==> src/rtl/mips_defs.sv <==
// Shared encodings for the multicycle MIPS control path:
// opcodes, functs, ALU/extender codes, FSM states and the strobe bundle.
package mips_defs;

    localparam logic [5:0] OP_RTYPE = 6'b000000;
    localparam logic [5:0] OP_J     = 6'b000010;
    localparam logic [5:0] OP_BEQ   = 6'b000100;
    localparam logic [5:0] OP_ADDIU = 6'b001001;
    localparam logic [5:0] OP_ORI   = 6'b001101;
    localparam logic [5:0] OP_LUI   = 6'b001111;
    localparam logic [5:0] OP_LW    = 6'b100011;
    localparam logic [5:0] OP_SW    = 6'b101011;

    localparam logic [5:0] FN_ADDU = 6'b100001;
    localparam logic [5:0] FN_SUBU = 6'b100011;
    localparam logic [5:0] FN_SLT  = 6'b101010;

    localparam logic [2:0] ALU_ADD  = 3'b000;
    localparam logic [2:0] ALU_SUB  = 3'b001;
    localparam logic [2:0] ALU_OR   = 3'b010;
    localparam logic [2:0] ALU_SLT  = 3'b011;
    localparam logic [2:0] ALU_PASS = 3'b100;

    localparam logic [1:0] EXT_ZERO = 2'b00;
    localparam logic [1:0] EXT_SIGN = 2'b01;
    localparam logic [1:0] EXT_LUI  = 2'b10;

    localparam logic [1:0] SRCB_RT     = 2'b00;
    localparam logic [1:0] SRCB_FOUR   = 2'b01;
    localparam logic [1:0] SRCB_IMM    = 2'b10;
    localparam logic [1:0] SRCB_IMM_SH = 2'b11;

    localparam logic [1:0] PCSRC_ALU    = 2'b00;
    localparam logic [1:0] PCSRC_ALUOUT = 2'b01;
    localparam logic [1:0] PCSRC_JUMP   = 2'b10;

    localparam logic [2:0] ST_IF   = 3'd0;
    localparam logic [2:0] ST_ID   = 3'd1;
    localparam logic [2:0] ST_EXE  = 3'd2;
    localparam logic [2:0] ST_MEM  = 3'd3;
    localparam logic [2:0] ST_WB   = 3'd4;
    localparam logic [2:0] ST_IDLE = 3'd5;

    typedef struct packed {
        logic       pc_write;
        logic       pc_write_cond;
        logic [1:0] pc_src;
        logic       ir_write;
        logic       mem_write;
        logic       reg_write;
        logic       reg_dst;
        logic       mem_to_reg;
        logic       alu_src_a;
        logic [1:0] alu_src_b;
        logic [2:0] alu_op;
        logic [1:0] ext_op;
        logic       illegal;
    } ctrl_t;

    // Quiescent bundle: nothing written, extender left in sign mode.
    localparam ctrl_t CTRL_IDLE = '{
        ext_op: EXT_SIGN,
        default: '0
    };

    // Extender mode an opcode needs for its immediate.
    function automatic logic [1:0] ext_for(input logic [5:0] op);
        case (op)
            OP_ORI:  return EXT_ZERO;
            OP_LUI:  return EXT_LUI;
            default: return EXT_SIGN;
        endcase
    endfunction

    // Opcodes that may proceed past ID into EXE.
    function automatic logic is_exe_op(input logic [5:0] op);
        case (op)
            OP_RTYPE, OP_BEQ, OP_ADDIU, OP_ORI,
            OP_LUI, OP_LW, OP_SW: return 1'b1;
            default:              return 1'b0;
        endcase
    endfunction

endpackage

==> src/rtl/ctrl_decode.sv <==
// Combinational map from (state, opcode, funct) to the datapath
// strobe bundle, the next FSM state and the retire flag.
module ctrl_decode
    import mips_defs::*;
(
    input  logic [2:0] state_i,
    input  logic [5:0] opcode_i,
    input  logic [5:0] funct_i,
    output ctrl_t      ctrl_o,
    output logic [2:0] next_o,
    output logic       retire_o
);

    // Per-state strobe decode; each state sets only what it needs.
    always_comb begin
        ctrl_o   = CTRL_IDLE;
        next_o   = ST_IF;
        retire_o = 1'b0;
        case (state_i)
            ST_IDLE: next_o = ST_IF;
            ST_IF: begin
                ctrl_o.ir_write  = 1'b1;
                ctrl_o.pc_write  = 1'b1;
                ctrl_o.alu_src_b = SRCB_FOUR;
                next_o           = ST_ID;
            end
            ST_ID: begin
                ctrl_o.alu_src_b = SRCB_IMM_SH;
                if (opcode_i == OP_J) begin
                    ctrl_o.pc_write = 1'b1;
                    ctrl_o.pc_src   = PCSRC_JUMP;
                    retire_o        = 1'b1;
                end else if (is_exe_op(opcode_i)) begin
                    next_o = ST_EXE;
                end else begin
                    ctrl_o.illegal = 1'b1;
                end
            end
            ST_EXE: begin
                ctrl_o.alu_src_a = 1'b1;
                ctrl_o.ext_op    = ext_for(opcode_i);
                next_o           = ST_WB;
                case (opcode_i)
                    OP_RTYPE: begin
                        case (funct_i)
                            FN_ADDU: ctrl_o.alu_op = ALU_ADD;
                            FN_SUBU: ctrl_o.alu_op = ALU_SUB;
                            FN_SLT:  ctrl_o.alu_op = ALU_SLT;
                            default: begin
                                ctrl_o.illegal = 1'b1;
                                next_o         = ST_IF;
                            end
                        endcase
                    end
                    OP_ORI: begin
                        ctrl_o.alu_src_b = SRCB_IMM;
                        ctrl_o.alu_op    = ALU_OR;
                    end
                    OP_ADDIU: ctrl_o.alu_src_b = SRCB_IMM;
                    OP_LW, OP_SW: begin
                        ctrl_o.alu_src_b = SRCB_IMM;
                        next_o           = ST_MEM;
                    end
                    OP_LUI: begin
                        ctrl_o.alu_src_b = SRCB_IMM;
                        ctrl_o.alu_op    = ALU_PASS;
                    end
                    OP_BEQ: begin
                        ctrl_o.alu_op        = ALU_SUB;
                        ctrl_o.pc_write_cond = 1'b1;
                        ctrl_o.pc_src        = PCSRC_ALUOUT;
                        retire_o             = 1'b1;
                        next_o               = ST_IF;
                    end
                    default: next_o = ST_IF;
                endcase
            end
            ST_MEM: begin
                ctrl_o.alu_src_a = 1'b1;
                ctrl_o.alu_src_b = SRCB_IMM;
                ctrl_o.ext_op    = ext_for(opcode_i);
                if (opcode_i == OP_SW) begin
                    ctrl_o.mem_write = 1'b1;
                    retire_o         = 1'b1;
                end else if (opcode_i == OP_LW) begin
                    next_o = ST_WB;
                end
            end
            ST_WB: begin
                ctrl_o.reg_write  = 1'b1;
                ctrl_o.reg_dst    = (opcode_i == OP_RTYPE);
                ctrl_o.mem_to_reg = (opcode_i == OP_LW);
                ctrl_o.ext_op     = ext_for(opcode_i);
                retire_o          = 1'b1;
            end
            default: next_o = ST_IF;
        endcase
    end

endmodule

==> src/rtl/multicycle_ctrl.sv <==
// Multicycle MIPS main control: state register, post-reset hold
// and retired-instruction counter around the strobe decoder.
module multicycle_ctrl
    import mips_defs::*;
#(
    parameter int CNT_W         = 32,
    parameter int RESET_PC_HOLD = 1
) (
    input  logic             clk,
    input  logic             rst_n,
    input  logic [5:0]       opcode,
    input  logic [5:0]       funct,
    input  logic             zero,
    output logic             PC_write,
    output logic             PC_write_cond,
    output logic [1:0]       PC_src,
    output logic             IR_write,
    output logic             Mem_write,
    output logic             Reg_write,
    output logic             Reg_dst,
    output logic             Mem_to_reg,
    output logic             ALU_srcA,
    output logic [1:0]       ALU_srcB,
    output logic [2:0]       ALU_op,
    output logic [1:0]       Ext_op,
    output logic             illegal,
    output logic [2:0]       state,
    output logic [CNT_W-1:0] instr_cnt
);

    localparam logic HOLD_INIT = (RESET_PC_HOLD != 0);

    logic [2:0]       state_q, state_d;
    logic             hold_q, hold_d;
    logic [CNT_W-1:0] cnt_q, cnt_d;
    logic [2:0]       nxt;
    logic             retire;
    ctrl_t            ctrl;

    // The branch condition is applied in the datapath, not here.
    logic unused_zero;
    assign unused_zero = zero;

    ctrl_decode u_dec (
        .state_i  (state_q),
        .opcode_i (opcode),
        .funct_i  (funct),
        .ctrl_o   (ctrl),
        .next_o   (nxt),
        .retire_o (retire)
    );

    // Next state: IDLE lingers while the hold bit is still set.
    always_comb begin
        state_d = nxt;
        hold_d  = hold_q;
        cnt_d   = cnt_q + {{(CNT_W-1){1'b0}}, retire};
        if (state_q == ST_IDLE) begin
            hold_d = 1'b0;
            if (hold_q) state_d = ST_IDLE;
        end
    end

    // State, hold and counter registers.
    always_ff @(posedge clk or negedge rst_n) begin
        if (!rst_n) begin
            state_q <= ST_IDLE;
            hold_q  <= HOLD_INIT;
            cnt_q   <= '0;
        end else begin
            state_q <= state_d;
            hold_q  <= hold_d;
            cnt_q   <= cnt_d;
        end
    end

    assign PC_write      = ctrl.pc_write;
    assign PC_write_cond = ctrl.pc_write_cond;
    assign PC_src        = ctrl.pc_src;
    assign IR_write      = ctrl.ir_write;
    assign Mem_write     = ctrl.mem_write;
    assign Reg_write     = ctrl.reg_write;
    assign Reg_dst       = ctrl.reg_dst;
    assign Mem_to_reg    = ctrl.mem_to_reg;
    assign ALU_srcA      = ctrl.alu_src_a;
    assign ALU_srcB      = ctrl.alu_src_b;
    assign ALU_op        = ctrl.alu_op;
    assign Ext_op        = ctrl.ext_op;
    assign illegal       = ctrl.illegal;
    assign state         = state_q;
    assign instr_cnt     = cnt_q;

endmodule
==> config.mk <==
export PLATFORM = sky130hd
export DESIGN_NAME = multicycle_ctrl
export DESIGN_NICKNAME = d
export VERILOG_FILES = /design/src/rtl/mips_defs.sv /design/src/rtl/ctrl_decode.sv /design/src/rtl/multicycle_ctrl.sv
export SDC_FILE = /design/constraint.sdc
export NUM_CORES = 1
export LEC_CHECK = 0
export CORE_MARGIN = 4
export CORE_UTILIZATION = 45
export DETAILED_ROUTE_END_ITERATION = 12
export PLACE_DENSITY = 0.8
export SETUP_SLACK_MARGIN = 0.15
export SLEW_MARGIN = 20
export SYNTH_ARGS = -nofsm -noshare
export SYNTH_HDL_FRONTEND = slang
export SYNTH_SLANG_ARGS = --single-unit
==> constraint.sdc <==
create_clock -name clk -period 3.6 [get_ports clk]
set_clock_uncertainty 0.2 [all_clocks]
set_input_delay 1.08 -clock clk [delete_from_list [all_inputs] [get_ports clk]]
set_output_delay 1.08 -clock clk [all_outputs]
set_load 0.02 [all_outputs]
# Word-level counts from Yosys, hierarchy flattened
# Index checks and enable logic that the tools add are counted.
# op_classes
n_addsub	1
n_mul	0
n_div	0
order_cmp	0
eq_ne	15
shift	0
mux	37
n_bitwise	0
n_reduce_logical	9
# ops
op	count
32-bit by 1-bit adder with 32-bit output	1
6-bit == test (second input constant)	5
3-bit 2-to-1 mux	8
3-bit case mux with 4 select lines	2
6-bit by 4-bit == test with 1-bit output (second input constant)	3
1-bit 2-to-1 mux	14
2-bit case mux with 2 select lines	3
2-bit 2-to-1 mux	5
3-bit case mux with 3 select lines	1
3-bit OR reduction	3
2-bit case mux with 4 select lines	1
7-bit OR reduction	1
3-bit by 2-bit == test with 1-bit output (second input constant)	2
3-bit == test (second input constant)	2
6-bit by 2-bit == test with 1-bit output (second input constant)	1
6-bit by 3-bit == test with 1-bit output (second input constant)	1
6-bit zero test	1
5-bit OR reduction	1
1-bit case mux with 2 select lines	2
1-bit case mux with 4 select lines	1
2-bit OR reduction	2
3-bit by 1-bit == test with 1-bit output (second input constant)	1
3-bit zero test	1
# totals
reg_bits	36
latch_bits	0
ramBits	0
rom_bits	0
inputBits	15
out_inout_bits	53
elab_cells	65
memories	0

# Depth between registers and ports, before layout
# Gate-level depths: netlist of run 1.
# logic_depth
word_depth	10
depth_mapped	12
ltp_nobuf	10

# Cells and area by module
# A second synthesis of run 1 with hierarchy kept.
# unflattened
hier_cells	201
hier_area_um2	2053.2
# by_module_without_submodules
module	n_inst	cells_each	area_each_um2	seq_area_each_um2
multicycle_ctrl	1	136	1627.8	904.6
ctrl_decode	1	65	425.4	0.0

# Worst setup path after synthesis of run 1
# OpenSTA, ideal clock, no wires.
# synth_timing
kind	input port to flip-flop
from	input port opcode[3]
to	register cnt_q[24] (netlist: instr_cnt[24])
setup_ns	0.080
arrival_time_ns	3.690
required_ns	3.320
path_slack_ns	-0.370
cell_stages	11
path_buffers	1
path_cell_list	or3_1 > or4_1 > nor2b_1 > or4_1 > ha_1 > ha_1 > nand2_1 > or3_1 > buf_2 > nor3_1 > xor2_1
# synth_between
elab_chain_len	4
word_cells_on_any_way	8
cone_classes	1 x add/sub; 3 x eq/ne; 4 x mux
# synth_rtl
item	line	rtl
start: declaration	multicycle_ctrl.sv:11	input logic [5:0] opcode,
6-bit == test, or another cell as far along	ctrl_decode.sv:82	if (opcode_i == OP_SW) begin
1-bit 2-to-1 mux, on equally long branches	ctrl_decode.sv:82, ctrl_decode.sv:29, ctrl_decode.sv:43	
1-bit case mux with 4 select lines *	ctrl_decode.sv:19	case (state_i)
32-bit by 1-bit adder with 32-bit output *	multicycle_ctrl.sv:57	cnt_d = cnt_q + {{(CNT_W-1){1'b0}}, retire};
net cnt_d[24]	multicycle_ctrl.sv:35	logic [CNT_W-1:0] cnt_q, cnt_d;
end signal: assignment	multicycle_ctrl.sv:73	cnt_q <= cnt_d;
end: declaration	multicycle_ctrl.sv:35	
# Mark *: on every way through the listed nets, which the timed path passes. The rest lies on a longest branch.
# A chain may end at the register's enable or synchronous reset.

# Worst setup path after layout of run 1
# layout_timing
from	input port opcode[3]
to	output port illegal
# layout_between
elab_chain_len	8
word_cells_on_any_way	16
cone_classes	7 x eq/ne; 7 x mux; 2 x reduce/logical
# layout_rtl
item	line	rtl
6-bit by 4-bit == test with 1-bit output, or another cell as far along	mips_defs.sv:77	case (op)
7-bit OR reduction	mips_defs.sv:77	
1-bit 2-to-1 mux	mips_defs.sv:77	
1-bit 2-to-1 mux	ctrl_decode.sv:29	if (opcode_i == OP_J) begin
1-bit 2-to-1 mux	ctrl_decode.sv:19	
1-bit 2-to-1 mux	ctrl_decode.sv:33	end else if (is_exe_op(opcode_i)) begin
1-bit 2-to-1 mux	ctrl_decode.sv:29	
1-bit case mux with 2 select lines *	ctrl_decode.sv:19	
end: declaration	multicycle_ctrl.sv:26	output logic illegal,
# Every way passes the cells marked *; elsewhere a longest branch is shown, timed or not. The select of a mux whose other input is x is not followed.

==> out/qor.csv, run 1 <==
metric,value,unit
DIE WIDTH,74.1,um
wire length per cell,18.2,um
top-area cell type share of the netlist area,42.0,%
minimum clock period,3640,ps
"CTS clk-pin slew, worst paths",70,ps
Worst R2R End,instr_cnt[20],
Final Max Slew Viols,0,
routed via count,2076,
Final Cycle Share,101,%
Worst Hold Launch,instr_cnt[31],
Final Power,0.00104,W
depth of the worst register-to-register path,13,
worst hold margin,268,ps
dpl cells,335,
Sink Count,36,
fill count,227,
status,"finished, violations left",
crit path DAT,2360,ps
number of synthesized flops with an enable pin,0,
grt met1 use,26.3,%
Nets,329,
total of max-cap violations,0,
sw frac,29.5,%
footprint of the multi-input gates,0.00135,mm^2
DPL Wire Length,3830,um
syn nets,218,
initial core utilization,47.8,%
Synth Warn #,0,
P_leak,1.65,nW
net switching power,0.000307,W
top_reg_cell synth,dfrtp_1,
Hold EP,instr_cnt[31],
FF+latch area,905,um^2
Yosys top cell by area,dfrtp_1,
Reg2Reg Launch Point,state[0],
worst relative slew slack,55.4,%
Clock Power Share,30.0,%
dpl ws,-853,ps
Syn Inst Count,201,
sequential area share after synthesis,46.0,%
hold crit path type,register to register,
Post-Route WL,6610,um
largest net degree at the start of global routing,37,
most frequent cell after synthesis,dfrtp_1,
worst-path fanout max,4,
final setup fails,2,
Pre-Repair DR Iteration Count,4,
commonest cells in the netlist,"dfrtp_1 (33), xor2_1 (19), nand2_1 (17)",
Clock Latency Late Sink,280,ps
Avg Vias per Cell,5.72,
Worst Setup Path Type,input pin to output pin,
area delta synth->final,74.9,%
Max VDD drop,0.349,mV
I/O pin cnt,68,
first-pass GRT wire length,9560,um
Sequential Power Share,44.4,%
Worst setup EP type,output pin,
pwr/cell area,302,mW/mm^2
Clock Tree Buf Depth,2,
via count of the first global-routing pass,2044,
synthesis-stage register bit count,36,
DR iter-0 viols,106,
Reg2Reg Setup Slack,520,ps
WP data required,2320,ps
H-tree Lvls,2,
gr ovfl total,0,
"Avg Cell Area, Syn",9.79,um^2
CTS tree,done,
diodes inserted,0,
violated checks,setup timing,
RSZ-0062 raised after global routing,yes,
total track usage,22.4,%
die area,0.00549,mm^2
grt met2 use,40.5,%
antenna violations before repair,0,
nature of the critical path startpoint,input pin,
Final Non-Filler Cells,363,
final hold violation count,0,
met3 GRT Util,5.00,%
worst hold stages,1,
CTS root buf,clkbuf_8,
row count,23,
CTS Buf Count,5,
f_max,0.275,GHz
"Async S/R FF share, synth",100,%
final core utilization,83.6,%
Routed Antenna Nets,0,
top post-synthesis cells by area,"dfrtp_1 (42%), xor2_1 (8.5%), xnor2_1 (5.8%)",
combinational share of power,25.6,%
Int Power,0.000733,W
Mapped Area,0.00197,mm^2
GPL Wtd Cong,0.872,
hold buffers post-CTS,0,
synth unique cells,42,
Slew @ Worst Pin,669,ps
DRC viols,0,
Die H,74.1,um
I/O Buffers,66,
core area,0.00412,mm^2
GRT busiest layer,met2,
fin worst setup slack,-41.7,ps
layout cells sized above 1,40.9,%
[worst max-delay path: stages]
cell     delay [ps]
buf_6            90
or3_4           380
or4_4           480
nand2_2         100
o22ai_2          80
buf_6           140
[power by group through the flow]
stage	Sequential, W	Clock, W	Combinational, W
3_3_place_gp	0.000460	0	0.000241
3_5_place_dp	0.000461	0	0.000245
5_1_grt	0.000463	0.000328	0.000284
2_1_floorplan	0.000462	0	0.000108
4_1_cts	0.000458	0.000315	0.000249
6_report	0.000462	0.000312	0.000266
[cells in the final DEF (no fill, tap or decap), types with 2 or more instances in the layout]
cell	synthesis	routed
a21boi_2	0	2
a31oi_1	3	2
and2_1	2	2
and3_1	2	2
and4_1	3	2
and4b_1	2	2
buf_2	2	7
buf_4	1	38
buf_6	1	17
clkbuf_8	0	7
clkdlybuf4s50_1	0	46
dfrtp_1	33	33
dfstp_2	3	3
ha_4	0	2
inv_1	8	8
nand2_1	17	15
nand2_2	0	2
nand2b_1	2	2
nand3_1	10	8
nand3_2	1	2
nand3b_1	2	2
nand4_1	7	7
nand4b_1	3	3
nor2_1	15	6
nor2_2	0	3
nor2_4	0	6
nor2b_2	0	3
nor3_1	13	2
nor3_4	0	11
nor3b_1	4	2
nor3b_2	0	2
nor4_1	4	2
nor4_4	1	2
or3_4	0	3
or4_4	0	2
xnor2_1	13	10
xnor2_2	0	3
xor2_1	19	19
[registers in the layout (all words and copies together) (netlist names)]
signal / flops
state: 3
instr_cnt: 32
hold_q: 1
[cell type report]
cell class	instances	area share, %
Clock buffer	8	2.91
Inverter	8	0.873
Sequential cell	36	26.3
Timing Repair Buffer	110	29.0
Multi-Input combinational cell	151	39.1
Tap cell	50	1.82
[through the flow]
step	cell area [um^2]	setup TNS [ps]
floorplan	2080	-1390
global placement	2940	-20360
detailed placement	2940	-21730
CTS	3310	-468
global route	3440	-332
finish	3440	-42.2
[worst max-delay path by stage]
stage               from            end  slack [ps]  cells after the start
2_1_floorplan  opcode[3]  instr_cnt[24]        -140                     11
3_3_place_gp   opcode[3]       PC_write        -840                      5
3_5_place_dp   opcode[3]       PC_write        -850                      5
4_1_cts        opcode[4]        illegal        -160                      6
5_1_grt         funct[2]        illegal         -80                      6
6_report       opcode[3]        illegal         -40                      6
[logic make-up after synthesis]
group	count (synthesis)	synth area share (%)
buffers and inverters	14	3.37
adder cells (fa/ha/maj)	2	1.27
AND/OR/NAND/NOR	104	30.7
AO/OA/AOI/OAI	13	4.45
XOR/XNOR	32	14.2
flip-flops	36	46.0
[layer usage]
metal  wire length (um)  vias to the layer above
met5                  0                        -
met1               2540                     1049
met2               3590                       77
met3                333                       17
met4                144                        0
li1                   -                      933
[what timing repair did]
action,in CTS,in global routing
pin swaps,35,23
setup buffers,14,6
gates resized for setup,138,23
setup endpoints to repair,39,36
gates cloned,0,0
Power figures use the tool's default switching activity.
==> inputs of run 2 (changes only) <==
- CTS_CLUSTER_DIAMETER: not set -> 80
- GPL_ROUTABILITY_DRIVEN: not set -> 0
==> results of run 2 <==
No change in the layout: final DEF, timing and power equal those of run 1.
==> inputs of run 3 (changes only) <==
- clock period: 3.6 -> 3.4 ns (I/O delays scaled with it)
==> run 3 against run 2 <==
  * The flow still finishes with violations (setup timing)
  * Worst setup slack got worse by 75 ps
  * Sequential share of layout area fell by 0.21 points
  * First-iteration DRC count fell by 35%
  * Clock-buffer cell count fell by 1
  * Critical endpoint unchanged
==> out/qor.csv, run 3 (same netlist as run 1, synthesis figures left out) <==
metric,value,unit,change
DIE WIDTH,74.1,um,unchanged
Routed Antenna Nets,0,,unchanged
Clock Tree Buf Depth,2,,unchanged
routed via count,1991,,"was 2,076"
Final Cycle Share,103,%,
I/O pin cnt,68,,unchanged
worst-path fanout max,4,,unchanged
Worst R2R End,instr_cnt[20],,unchanged
fin worst setup slack,-117,ps,was -41.7 ps
nature of the critical path startpoint,input pin,,unchanged
Worst Setup Path Type,input pin to output pin,,unchanged
area delta synth->final,76.6,%,was 74.9%
Final Non-Filler Cells,358,,was 363
Die H,74.1,um,unchanged
CP Launch Point,opcode[5],,was opcode[3]
Post-Route WL,6050,um,was 6610 um
Final Max Slew Viols,0,,unchanged
wire length per cell,16.9,um,was 18.2 um
max FFs per register,32,,unchanged
antenna violations before repair,0,,unchanged
Nets,324,,was 329
final core utilization,84.4,%,was 83.6%
first-pass GRT wire length,9680,um,was 9560 um
largest net degree at the start of global routing,37,,unchanged
Slew @ Worst Pin,656,ps,was 669 ps
hold crit path type,register to register,,unchanged
crit path DAT,2300,ps,was 2360 ps
diodes inserted,0,,unchanged
worst hold margin,246,ps,was 268 ps
"commonest non-fill, non-tap cell in the layout",clkdlybuf4s50_1,,unchanged
violated checks,setup timing,,unchanged
hold buffers post-CTS,0,,unchanged
met2 routed WL,3250,um,was 3590 um
Sink Count,36,,unchanged
total of max-cap violations,0,,unchanged
P_leak,1.67,nW,was 1.65 nW
pwr/cell area,312,mW/mm^2,was 302 mW/mm^2
Pre-Repair DR Iteration Count,4,,unchanged
Clock Latency Late Sink,290,ps,was 280 ps
worst relative slew slack,56.3,%,was 55.4%
Worst setup EP type,output pin,,unchanged
WP data required,2180,ps,was 2320 ps
routed wl met3,404,um,was 333 um
"CTS clk-pin slew, worst paths",70,ps,about the same
f_max,0.284,GHz,
CTS root buf,clkbuf_8,,unchanged
core area,0.00412,mm^2,unchanged
I/O Buffers,66,,unchanged
row count,23,,unchanged
initial core utilization,47.8,%,unchanged
Max VDD drop,0.313,mV,was 0.349 mV
RSZ-0062 raised after global routing,yes,,unchanged
Critical path destination,illegal,,unchanged
CTS Buf Count,5,,unchanged
depth of the worst register-to-register path,13,,unchanged
CTS tree,done,,unchanged
DRC viols,0,,unchanged
Avg Vias per Cell,5.56,,was 5.72
total track usage,22.9,%,was 22.4%
gr ovfl total,0,,unchanged
dpl cells,335,,unchanged
layout cells sized above 1,41.6,%,was 40.9%
status,"finished, violations left",,unchanged
WL met1,2280,um,was 2540 um
DPL Wire Length,3860,um,was 3830 um
H-tree Lvls,2,,unchanged
final hold violation count,0,,unchanged
via count of the first global-routing pass,2072,,"was 2,044"
final setup fails,9,,was 2
fill count,213,,was 227
die area,0.00549,mm^2,unchanged
Reg2Reg Setup Slack,350,ps,was 520 ps
DR iter-0 viols,69,,was 106
Top Layer Used,met4,,unchanged
Reg2Reg Launch Point,state[0],,unchanged
Final Power,0.00108,W,was 0.00104 W
minimum clock period,3520,ps,
most frequent cells in the layout,"clkdlybuf4s50_1 (45), buf_4 (32), dfrtp_1 (32)",,"was clkdlybuf4s50_1 (46), buf_4 (38), dfrtp_1 (33)"
-- run 3: cell count changes in the layout (fill, tap and decap cells not counted), sizes merged --
| cell | previous run | this run |
|---|---|---|
| clkdlybuf4s50 | 46 | 45 |
| buf | 63 | 58 |
| dlymetal6s2s | 0 | 1 |
| clkbuf | 9 | 8 |
| clkinvlp | 0 | 1 |
-- run 3: critical path: stages --
cell and delay (ps):
buf_6 90, or3_4 380, or4_4 480, nand2_2 100, o22ai_2 80, buf_6 150
-- run 3: repair_timing --
action | in CTS | in global routing
buffers inserted | 12 | 3
endpoints found under the hold margin | 0 | 0
pin swaps | 47 | 17
endpoints found under the setup margin | 43 | 41
gates resized for setup | 154 | 23
-- run 3: layout make-up --
class | count | area, um^2 | area share [%]
inverter | 8 | 30.0 | 0.865
tap | 50 | 62.6 | 1.80
multi-input combinational | 151 | 1390 | 39.9
clock inverter | 1 | 7.51 | 0.216
timing repair buffer | 105 | 995 | 28.6
clock buffer | 7 | 86.3 | 2.49
sequential | 36 | 906 | 26.1
-- run 3: where the power goes --
part	leakage [nW]	switching, W	internal, W
logic	1.16	0.000139	0.000142
clock network	0.0445	0.000147	0.000165
registers	0.468	0.0000410	0.000449
total	1.67	0.000327	0.000756
-- run 3: metrics by stage --
step | setup TNS, ps | setup WS, ps | area, um^2
5_1_grt | -1520 | -148 | 3470
3_3_place_gp | -25900 | -927 | 2960
2_1_floorplan | -4010 | -275 | 2090
3_5_place_dp | -27290 | -929 | 2960
6_report | -412 | -117 | 3470
4_1_cts | -2600 | -230 | 3380
-- run 3: metal layers --
metal | vias up | track usage, %
met5 | - | 0
met1 | 970 | 26.4
met3 | 15 | 5.95
met2 | 81 | 41.8
met4 | 0 | 6.44
li1 | 925 | -
-- run 3: worst min-delay path by stage --
stage	startpoint	to	slack [ps]	depth (start not counted)
4_1_cts	hold_q	hold_q	240	2
2_1_floorplan	hold_q	hold_q	220	2
6_report	hold_q	hold_q	250	2
3_5_place_dp	hold_q	hold_q	230	2
5_1_grt	hold_q	hold_q	280	2
3_3_place_gp	hold_q	hold_q	230	2
==> patch, RTL diff (settings of run 3) <==
Set the parameter `CNT_W` to 48 (it was 32).
--- a/src/rtl/multicycle_ctrl.sv
+++ b/src/rtl/multicycle_ctrl.sv
@@ -4,5 +4,5 @@
     import mips_defs::*;
 #(
-    parameter int CNT_W         = 32,
+    parameter int CNT_W         = 48,
     parameter int RESET_PC_HOLD = 1
 ) (
Ports: changed (resized instr_cnt); port bits go from 68 to 84. The function was not compared with the original's and may differ.
==> patch against run 3 <==
  * The flow still finishes with violations (negative setup slack)
  * Clock power is 17% higher
  * Highest routed layer unchanged
  * Area after synthesis up 35%
  * Sequential power up 38%
  * Wire length up 19%
  * Setup slack lost 110 ps
  * Final cell count rose by 24%
  * Cell area rose by 22%
  * Sequential cell count increased by 16
  * Power is 21% higher
  * Register-to-register slack worse by 150 ps
==> patch: results (changes against run 3) <==
sta:
  hold_slack_ps: 300  # +54.0 ps
  finalSetupViolations: 45  # +36
  tightest_slew_ps: 765  # +109 ps
  timing.final.ws_setup_ps: -228  # -111 ps
routing:
  viasPerCell: 5.31  # -4.4%
  drtPass1Iterations: 5  # +1
  post_drt_wl_per_cell_um: 16.1  # -4.5%
  drtIter0Drc: 66  # -4.3%
critical_path:
  arrival_ps: 3630  # +1330 ps
  r2r_setup_slack_ps: 200  # -150 ps
  crit_fanout: 6  # +2
synth:
  synthTopCellsByArea: "dfrtp_1, xnor2_1, nand3_1"
  synthTopCellsByCount: "dfrtp_1, xnor2_1, nand3_1"
  ys_seq_area_frac: 0.493  # +0.0328
  synth_fp_nets: 271  # +24%
  synthArstFlopShare: 1.00  # unchanged
hold_path:
  hold_path_class: "flip-flop to flip-flop"
global_route:
  grt_pass1_vias: 2519  # +22%
  grt_pass1_wl_mm: 12.0  # +24%
  grt_max_degree: 28  # -24%
  track_usage: 0.204  # -0.0254
final_layout:
  nets: 389  # +20%
  drive_above_1_share: 0.359  # -0.0563
  largest_reg_flops: 48  # +50%
  fillers: 392  # +84%
cts:
  root_buffer: "clkbuf_8"
  insertion_delay_ps: 300
  clkTransAtPathRegs_ps: 100  # +30 ps
  clockBufferDepth: 2  # unchanged
place:
  portBuffers: 82  # +24%
  dp_hpwl_mm: 4.92  # +27%
pwr:
  ir_worst_vdd_v: 0.000342  # +9.3%
  p_leak_nw: 1.92  # +15%
  p_int_mw: 0.930  # +23%
status:
  violations: "negative setup slack"
  status: "finished, violations left"
-- patch: final cells by class --
type | count | share of cell area
Sequential cell | 52 | 0.308
Inverter | 5 | 0.00442
Multi-Input combinational cell | 190 | 0.378
Clock inverter | 1 | 0.00177
Clock buffer | 7 | 0.0204
Tap cell | 72 | 0.0212
Timing Repair Buffer | 118 | 0.266
-- patch: what timing repair did --
action,4_1_cts,5_1_grt
gates resized for setup,139,27
buffers inserted,10,5
endpoints found under the setup margin,61,56
pin swaps,39,22
cloned,1,0
-- patch: kinds of logic (layout without fill, tap and decap cells) --
family,after synthesis,in the layout,synth area share
buffers and inverters,12,131,0.0279
adder cells (fa/ha/maj),2,2,0.00945
AO/OA/AOI/OAI,15,15,0.0364
AND/OR/NAND/NOR,127,127,0.282
flip-flops,52,52,0.493
XOR/XNOR,46,46,0.152
-- patch: path summary, 6_finish.rpt --
path / startpoint / to / depth (start not counted)
setup / recovery: opcode[3] / instr_cnt[34] / 14
max in group asynchronous: rst_n / instr_cnt[19] / 2
hold reg to reg: instr_cnt[15] / instr_cnt[15] / 1
setup reg to reg: state[2] / instr_cnt[10] / 12
min in group asynchronous: rst_n / instr_cnt[25] / 1
hold / removal: instr_cnt[15] / instr_cnt[15] / 1
-- patch: power by group through the flow --
stage                     Combinational (mW)  Sequential, mW  Clock [mW]
after floorplan                        0.109           0.686           0
after global placement                 0.249           0.683           0
after detailed placement               0.253           0.685           0
after CTS                              0.263           0.675       0.375
after global routing                   0.287           0.681       0.397
final                                  0.265           0.676       0.365
-- patch: per-stage QoR --
stage	instance area, um2	worst slack, ps	setup TNS (ps)	cells
2_1_floorplan	2750	-483	-14490	254
3_3_place_gp	3760	-1010	-45690	421
3_5_place_dp	3760	-1040	-48580	421
4_1_cts	4100	-161	-3760	440
5_1_grt	4240	-356	-11240	445
6_report	4240	-228	-6360	445
-- patch: worst max-delay path, cell delays in order --
cell and delay (ps):
buf_6 90, or4_4 560, or2_4 270, nor4_4 160, buf_4 170, or4_4 130, ha_4 140, ha_4 120
nand4_1 170, nor2_4 180, buf_4 130, and2_4 190, nand4_1 120, xnor2_1 160
-- patch: layer usage --
metal | up-vias | global-route usage | routed length (um)
li1 | 1128 | - | -
met5 | - | 0 | 0
met1 | 1168 | 0.251 | 2990
met2 | 64 | 0.366 | 3830
met3 | 5 | 0.0402 | 314
met4 | 0 | 0.0489 | 56
